===== config.mk =====
export PLATFORM = sky130hd
export DESIGN_NAME = btn_event_debouncer
export DESIGN_NICKNAME = d
export VERILOG_FILES = /design/src/rtl/btn_event_debouncer.sv
export SDC_FILE = /design/constraint.sdc
export NUM_CORES = 1
export LEC_CHECK = 0
export ABC_AREA = 1
export CAP_MARGIN = 10
export CELL_PAD_IN_SITES_DETAIL_PLACEMENT = 2
export CELL_PAD_IN_SITES_GLOBAL_PLACEMENT = 2
export CORE_MARGIN = 5
export CORE_UTILIZATION = 33
export DETAILED_ROUTE_END_ITERATION = 16
export GPL_ROUTABILITY_DRIVEN = 0
export GPL_TIMING_DRIVEN = 0
export PLACE_DENSITY_LB_ADDON = 0.1
export SLEW_MARGIN = 40
export SYNTH_ARGS = -nofsm -noshare
export SYNTH_HDL_FRONTEND = slang
export SYNTH_SLANG_ARGS = --single-unit

===== constraint.sdc =====
create_clock -name clk -period 1.8 [get_ports clk]
set_input_delay 0.45 -clock clk [delete_from_list [all_inputs] [get_ports clk]]
set_output_delay 0.45 -clock clk [all_outputs]
set_load 0.01 [all_outputs]

===== src/rtl/btn_event_debouncer.sv =====
`default_nettype none
// ============================================================================
// btn_event_debouncer: N-channel synchroniser, debouncer and button event
// generator (press / release / click / long-press / auto-repeat).  Rev 1.0
// ============================================================================
module btn_event_debouncer #(
  parameter int N_BTN           = 3,
  parameter int SYNC_STAGES     = 2,
  parameter int DEBOUNCE_CYCLES = 1_000_000,
  parameter int LONG_CYCLES     = 100_000_000,
  parameter int REPEAT_CYCLES   = 20_000_000
) (
  input  logic             clk,
  input  logic             reset,
  input  logic [N_BTN-1:0] btn,
  input  logic [N_BTN-1:0] repeat_en,
  output logic [N_BTN-1:0] level,
  output logic [N_BTN-1:0] press_pulse,
  output logic [N_BTN-1:0] release_pulse,
  output logic [N_BTN-1:0] click_pulse,
  output logic [N_BTN-1:0] long_pulse,
  output logic [N_BTN-1:0] repeat_pulse
);

  localparam int c_DB_W   = (DEBOUNCE_CYCLES > 1) ? $clog2(DEBOUNCE_CYCLES) : 1;
  localparam int c_HOLD_W = (LONG_CYCLES > 1) ? $clog2(LONG_CYCLES) : 1;
  localparam int c_REP_W  = (REPEAT_CYCLES > 1) ? $clog2(REPEAT_CYCLES) : 1;

  localparam logic [c_DB_W-1:0]   c_DB_LAST   = c_DB_W'(DEBOUNCE_CYCLES - 1);
  localparam logic [c_HOLD_W-1:0] c_HOLD_LAST = c_HOLD_W'(LONG_CYCLES - 1);
  localparam logic [c_REP_W-1:0]  c_REP_LAST  = c_REP_W'(REPEAT_CYCLES - 1);

  typedef enum logic [1:0] {
    S_IDLE    = 2'd0,
    S_PRESSED = 2'd1,
    S_LONG    = 2'd2
  } state_t;

  for (genvar i = 0; i < N_BTN; i++) begin : g_chan
    logic [SYNC_STAGES-1:0] r_sync;
    logic                   w_s;
    logic                   w_accept;
    logic [c_DB_W-1:0]      r_cnt_db, w_cnt_db_nxt;
    logic                   r_level, w_level_nxt;
    state_t                 r_state, w_state_nxt;
    logic [c_HOLD_W-1:0]    r_hold_cnt, w_hold_nxt;
    logic [c_REP_W-1:0]     r_rep_cnt, w_rep_nxt;
    logic                   r_long_seen, w_long_seen_nxt;
    logic                   r_press, w_press;
    logic                   r_release, w_release;
    logic                   r_click, w_click;
    logic                   r_long, w_long;
    logic                   r_repeat, w_repeat;

    assign w_s = r_sync[SYNC_STAGES-1];

    always_comb begin
      w_accept        = (w_s != r_level) && (r_cnt_db == c_DB_LAST);
      w_cnt_db_nxt    = '0;
      if ((w_s != r_level) && !w_accept)
        w_cnt_db_nxt = r_cnt_db + c_DB_W'(1);
      w_level_nxt     = w_accept ? w_s : r_level;

      w_state_nxt     = r_state;
      w_hold_nxt      = r_hold_cnt;
      w_rep_nxt       = r_rep_cnt;
      w_long_seen_nxt = r_long_seen;
      w_press         = 1'b0;
      w_release       = 1'b0;
      w_click         = 1'b0;
      w_long          = 1'b0;
      w_repeat        = 1'b0;

      case (r_state)
        S_IDLE: begin
          if (w_accept && w_s) begin
            w_state_nxt     = S_PRESSED;
            w_press         = 1'b1;
            w_hold_nxt      = '0;
            w_rep_nxt       = '0;
            w_long_seen_nxt = 1'b0;
          end
        end
        S_PRESSED: begin
          // An accepted release outranks a long-press landing on the same edge
          if (w_accept && !w_s) begin
            w_state_nxt = S_IDLE;
            w_release   = 1'b1;
            w_click     = !r_long_seen;
          end else if (r_hold_cnt == c_HOLD_LAST) begin
            w_state_nxt     = S_LONG;
            w_long          = 1'b1;
            w_long_seen_nxt = 1'b1;
            w_rep_nxt       = '0;
          end else begin
            w_hold_nxt = r_hold_cnt + c_HOLD_W'(1);
          end
        end
        S_LONG: begin
          if (w_accept && !w_s) begin
            w_state_nxt = S_IDLE;
            w_release   = 1'b1;
            w_click     = !r_long_seen;
          end else if (!repeat_en[i]) begin
            w_rep_nxt = '0;
          end else if (r_rep_cnt == c_REP_LAST) begin
            w_rep_nxt = '0;
            w_repeat  = 1'b1;
          end else begin
            w_rep_nxt = r_rep_cnt + c_REP_W'(1);
          end
        end
        default: begin
          w_state_nxt = S_IDLE;
        end
      endcase
    end

    always_ff @(posedge clk or negedge reset) begin
      if (!reset) begin
        r_sync      <= '0;
        r_cnt_db    <= '0;
        r_level     <= 1'b0;
        r_state     <= S_IDLE;
        r_hold_cnt  <= '0;
        r_rep_cnt   <= '0;
        r_long_seen <= 1'b0;
        r_press     <= 1'b0;
        r_release   <= 1'b0;
        r_click     <= 1'b0;
        r_long      <= 1'b0;
        r_repeat    <= 1'b0;
      end else begin
        r_sync      <= {r_sync[SYNC_STAGES-2:0], btn[i]};
        r_cnt_db    <= w_cnt_db_nxt;
        r_level     <= w_level_nxt;
        r_state     <= w_state_nxt;
        r_hold_cnt  <= w_hold_nxt;
        r_rep_cnt   <= w_rep_nxt;
        r_long_seen <= w_long_seen_nxt;
        r_press     <= w_press;
        r_release   <= w_release;
        r_click     <= w_click;
        r_long      <= w_long;
        r_repeat    <= w_repeat;
      end
    end

    assign level[i]         = r_level;
    assign press_pulse[i]   = r_press;
    assign release_pulse[i] = r_release;
    assign click_pulse[i]   = r_click;
    assign long_pulse[i]    = r_long;
    assign repeat_pulse[i]  = r_repeat;
  end

endmodule
`default_nettype wire


==> results <==
- The number of buffers created by CTS is 34.
- The cell area that synthesis handed to floorplanning was 16,420 sq um.
- The number of nets in the final layout is 2,705.
- IR analysis of the VDD net gives a maximum drop of 0.6882 mV.
- The critical path contains buffers and inverters numbering 6 combined.
- The endpoint identified for the worst register-to-register timing path is g_chan[1].r_hold_cnt[18].
- The maximum level of the CTS H-tree is 2.
- The total count of hold-check failures in the final report is 0.
- After detailed routing, the number of remaining DRC violations is 0.
- The flow ran to the end, but the final reports show violations.
- The most frequently used cell type in the post-synthesis netlist is sky130_fd_sc_hd__nand2_1.
- The via count of the first global-routing pass is 18,990.
- Detailed placement finished with a half-perimeter wire length of 40,940 um.
- Timing would allow up to 477.0 MHz.
- The element type at the critical path start is a flip-flop.
- Among cell families on the critical path, the largest total delay comes from simple AND/OR/NAND/NOR gates.
- The count of boundary I/O pins is 26.
- The number of clock sinks is 249.
- The worst pin sits at a relative slew slack of 64.17%.
- In the synthesized netlist the async set-or-reset flop fraction comes to 100.0%.
- The required time of the worst setup path is 2.27 ns.
- Setup repair after global routing could not meet its margin everywhere.
- The max-slew violation count is 0.
- The number of buffers between clock root and the deepest sink is 3.
- The analysis attributes to cell leakage a power of 10.40 nW.
- The switching part of the total is 24.07%.
- Yosys attributes the largest share of cell area to sky130_fd_sc_hd__dfrtp_1 (38%), sky130_fd_sc_hd__nand2_1 (18%), sky130_fd_sc_hd__nor2_1 (10%).
- The count of cell types in the netlist is 47.
- The average instance in the mapped netlist occupies 6.774 sq um.
- Once detail routing completed, the nets flagged for antenna violations numbered 0.
- The total area inside the core boundary comes to 49,050 sq um.
- The tree is rooted in a sky130_fd_sc_hd__clkbuf_16.
- The measured slew at the worst slew-check pin is 0.5325 ns.
- The number of cells on the worst reg-to-reg path is 15.
- The worst register-to-register path begins at g_chan[1].r_cnt_db[1].
- The register bit count reported by yosys is 249.
- The first global-routing pass estimated 102,000 um of wire.
- The total overflow left after global routing is 0.
- After routing the design area is 22,820 sq um.
- The die area is 54,320 sq um.
- For this design, the slowest cell found on the critical path is sky130_fd_sc_hd__dfrtp_1.
- For this run, the register share of the synthesized area comes to 37.95%.
- During synthesis, Yosys emitted a total of 0 warnings.
- The reported max-cap violation count is 0.
- The initial utilization of the core area, before any placement, comes to 33.47%.
- The width of the die is 233.1 um.
- Synthesis produced 2,424 cells.
- The maximum number of pins on one net before global-route repair is 66.
- For this run, the leading register cell type out of synthesis is sky130_fd_sc_hd__dfrtp_1.
- The average detailed-routed wire length per instance is 21.10 um.
- TritonCTS built the clock tree.
- The setup slack of the worst register-to-register path is -0.30 ns.
- The internal power of the cells totals 9.686 mW.
- The die is 233.1 um tall.
- The final clock period utilization by the worst path is 116.5%.
- The filler cells instantiated in the layout total 5,608.
- The area growth from synthesis to layout is 38.96%.
- By startpoint and endpoint, the worst setup path is classified as reg2reg.
- Along the worst path, the maximum fanout reaches 5.
- Port buffering added 25 buffers.
- The sequential share of power is 44.3%.
- The clock slew at the register clock pins of the worst setup and hold paths is 0.06 ns.
- The areal power density over the cells is 559.1 nW/um^2.
- In this run the power spent charging and discharging nets is 3.070 mW.
- The number of antenna diodes in the final layout is 0.
- The worst setup path startpoint is g_chan[1].r_cnt_db[1].
- The final reports fail on setup timing.
- After detailed routing, the number of vias per cell comes to 5.173.
- The signal on the critical path passes through ha_4 -> nand2_4 -> nor2_4 -> inv_2 -> nor2_4 -> buf_6 -> nand4_1 -> nand2_2 -> inv_4 -> buf_12 -> nand2_8 -> buf_12 -> buf_16 -> nand2_4 -> nand2_1.
- The global-route usage over all layers is 22.94%.
- The DRC marker count from the first detailed-route iteration is 714.
- The clock network accounts for 53.1% of the total power.
- In the final layout, the share of cells above drive strength 1 is 29.24%.
- sky130_fd_sc_hd__dfrtp_1 takes more of the synthesized area than any other cell.
- The count of flip-flops with a built-in enable after synthesis is 0.
- The worst setup path endpoint is g_chan[1].r_hold_cnt[18].
- The commonest cells after synthesis are sky130_fd_sc_hd__nand2_1 (789), sky130_fd_sc_hd__nor2_1 (444), sky130_fd_sc_hd__dfrtp_1 (249).
- The combined area of the multi-input logic cells is 10,600 sq um.
- The share of total power in combinational logic is 2.6%.
- The clock latency at the later pin of the worst-skew pair is 0.55 ns.
- Across all setup checks in the final design, the least slack found is -0.2963 ns.
- In this design, the stage delay of the slowest critical-path cell is 0.40 ns.
- After routing, the total negative slack on setup checks comes to -33.01 ns.
- The kind of end point of the critical path is a flip-flop.
- Registers take 6275 sq um.
- The setup violation total in the final timing report is 179.
- The placed instances occupy a cell area of 17,630 sq um.
- The initial antenna violation count is 0.
- For the final database, setup skew stands at 0.02336 ns.
- The proportion of netlist area held by the largest area contributor is 37.95%.
- The length of the first detailed-routing pass in iterations is 5.
- The critical path crosses 15 cells after its start point.
- The number of nets in the synthesized netlist is 2,452.
- The time the worst path needs with I/O delays and setup is 2.096 ns.
- Wires add up to 70,940 um.
- The routed layout has 17,390 vias.
- The initialized floorplan defines 81 standard-cell rows.
- STA puts the critical path data arrival time at 2.57 ns.
- The path category of the worst min-delay check is reg2reg.
## worst min-delay path by stage
stage,cells after the start,slack (ns),startpoint,to
CTS,1,0.31,btn[2],g_chan[2].r_sync[0]
global placement,0,0.34,g_chan[0].r_sync[0],g_chan[0].r_sync[1]
global route,1,0.34,btn[2],g_chan[2].r_sync[0]
detailed placement,1,0.34,reset,g_chan[1].r_rep_cnt[16]
floorplan,0,0.15,reset,g_chan[0].r_click
finish,0,0.34,g_chan[0].r_sync[0],g_chan[0].r_sync[1]
## power by group through the flow
stage | Sequential, mW | Clock [mW] | Combinational (mW)
floorplan | 5.74 | 0 | 0.0584
global placement | 5.75 | 0 | 0.222
detailed placement | 5.74 | 0 | 0.262
CTS | 5.64 | 6.92 | 0.295
global route | 5.65 | 7.23 | 0.373
finish | 5.65 | 6.77 | 0.331
## area by class of cell
| class | instances | area share [%] |
|---|---|---|
| plain buffers | 66 | 3.285 |
| flip-flops and latches | 249 | 27.50 |
| inverters | 237 | 4.069 |
| multi-input cells | 1873 | 46.46 |
| clock inverters | 8 | 0.2193 |
| well taps | 664 | 3.641 |
| clock buffers | 49 | 4.508 |
| repair buffers | 216 | 10.32 |
## layer usage
layer	up-vias	share of wire [%]	global-route usage (%)
met5	-	0	0
met4	0	2.8	6.258
met3	133	2.1	2.553
met2	232	54	42.91
met1	8891	41	27.82
li1	8137	-	-
## flip-flops by register name, summed over array words and instances (netlist names), 6 cells and up
name,count
g_chan.r_sync,6
g_chan.r_hold_cnt,81
g_chan.r_rep_cnt,75
g_chan.r_cnt_db,60
g_chan.r_state,6
## cell families after synthesis
family / synth area share [%]
AO/OA/AOI/OAI: 5.212
XOR/XNOR: 5.494
adder cells (fa/ha/maj): 1.524
buffers and inverters: 8.123
flip-flops: 37.95
AND/OR/NAND/NOR: 41.70
## metrics by stage
step	hold slack [ns]	instances	setup slack (ns)	util [%]	power, mW
after global routing	0.3445	3362	-0.4074	46.52	13.25
after floorplan	0.1544	2424	0.006959	-	5.794
final	0.3429	3362	-0.2963	46.52	12.76
after CTS	0.3094	3288	-0.2081	42.61	12.86
after global placement	0.3435	3113	-11.61	35.70	5.967
after detailed placement	0.3411	3117	-0.7180	35.93	6.002
## layout by cell type, fill, tap and decap left out, drive strengths merged, types with 20 or more instances in the layout
master / n
dfrtp: 249
a21oi: 31
nor3: 63
xor2: 79
buf: 233
xnor2: 24
o21ai: 100
inv: 235
nand2: 808
nand3: 192
nor2: 460
clkbuf: 75
nand4: 48
ha: 20
## repair_timing
item | 4_1_cts | 5_1_grt
resized for setup | 349 | 382
hold buffers | 1 | 0
pin swaps | 51 | 97
endpoints found under the hold margin | 31 | 0
setup endpoints to repair | 245 | 226
setup buffers | 100 | 72
gates cloned | 13 | 11
(Power assumes the default switching activity.)
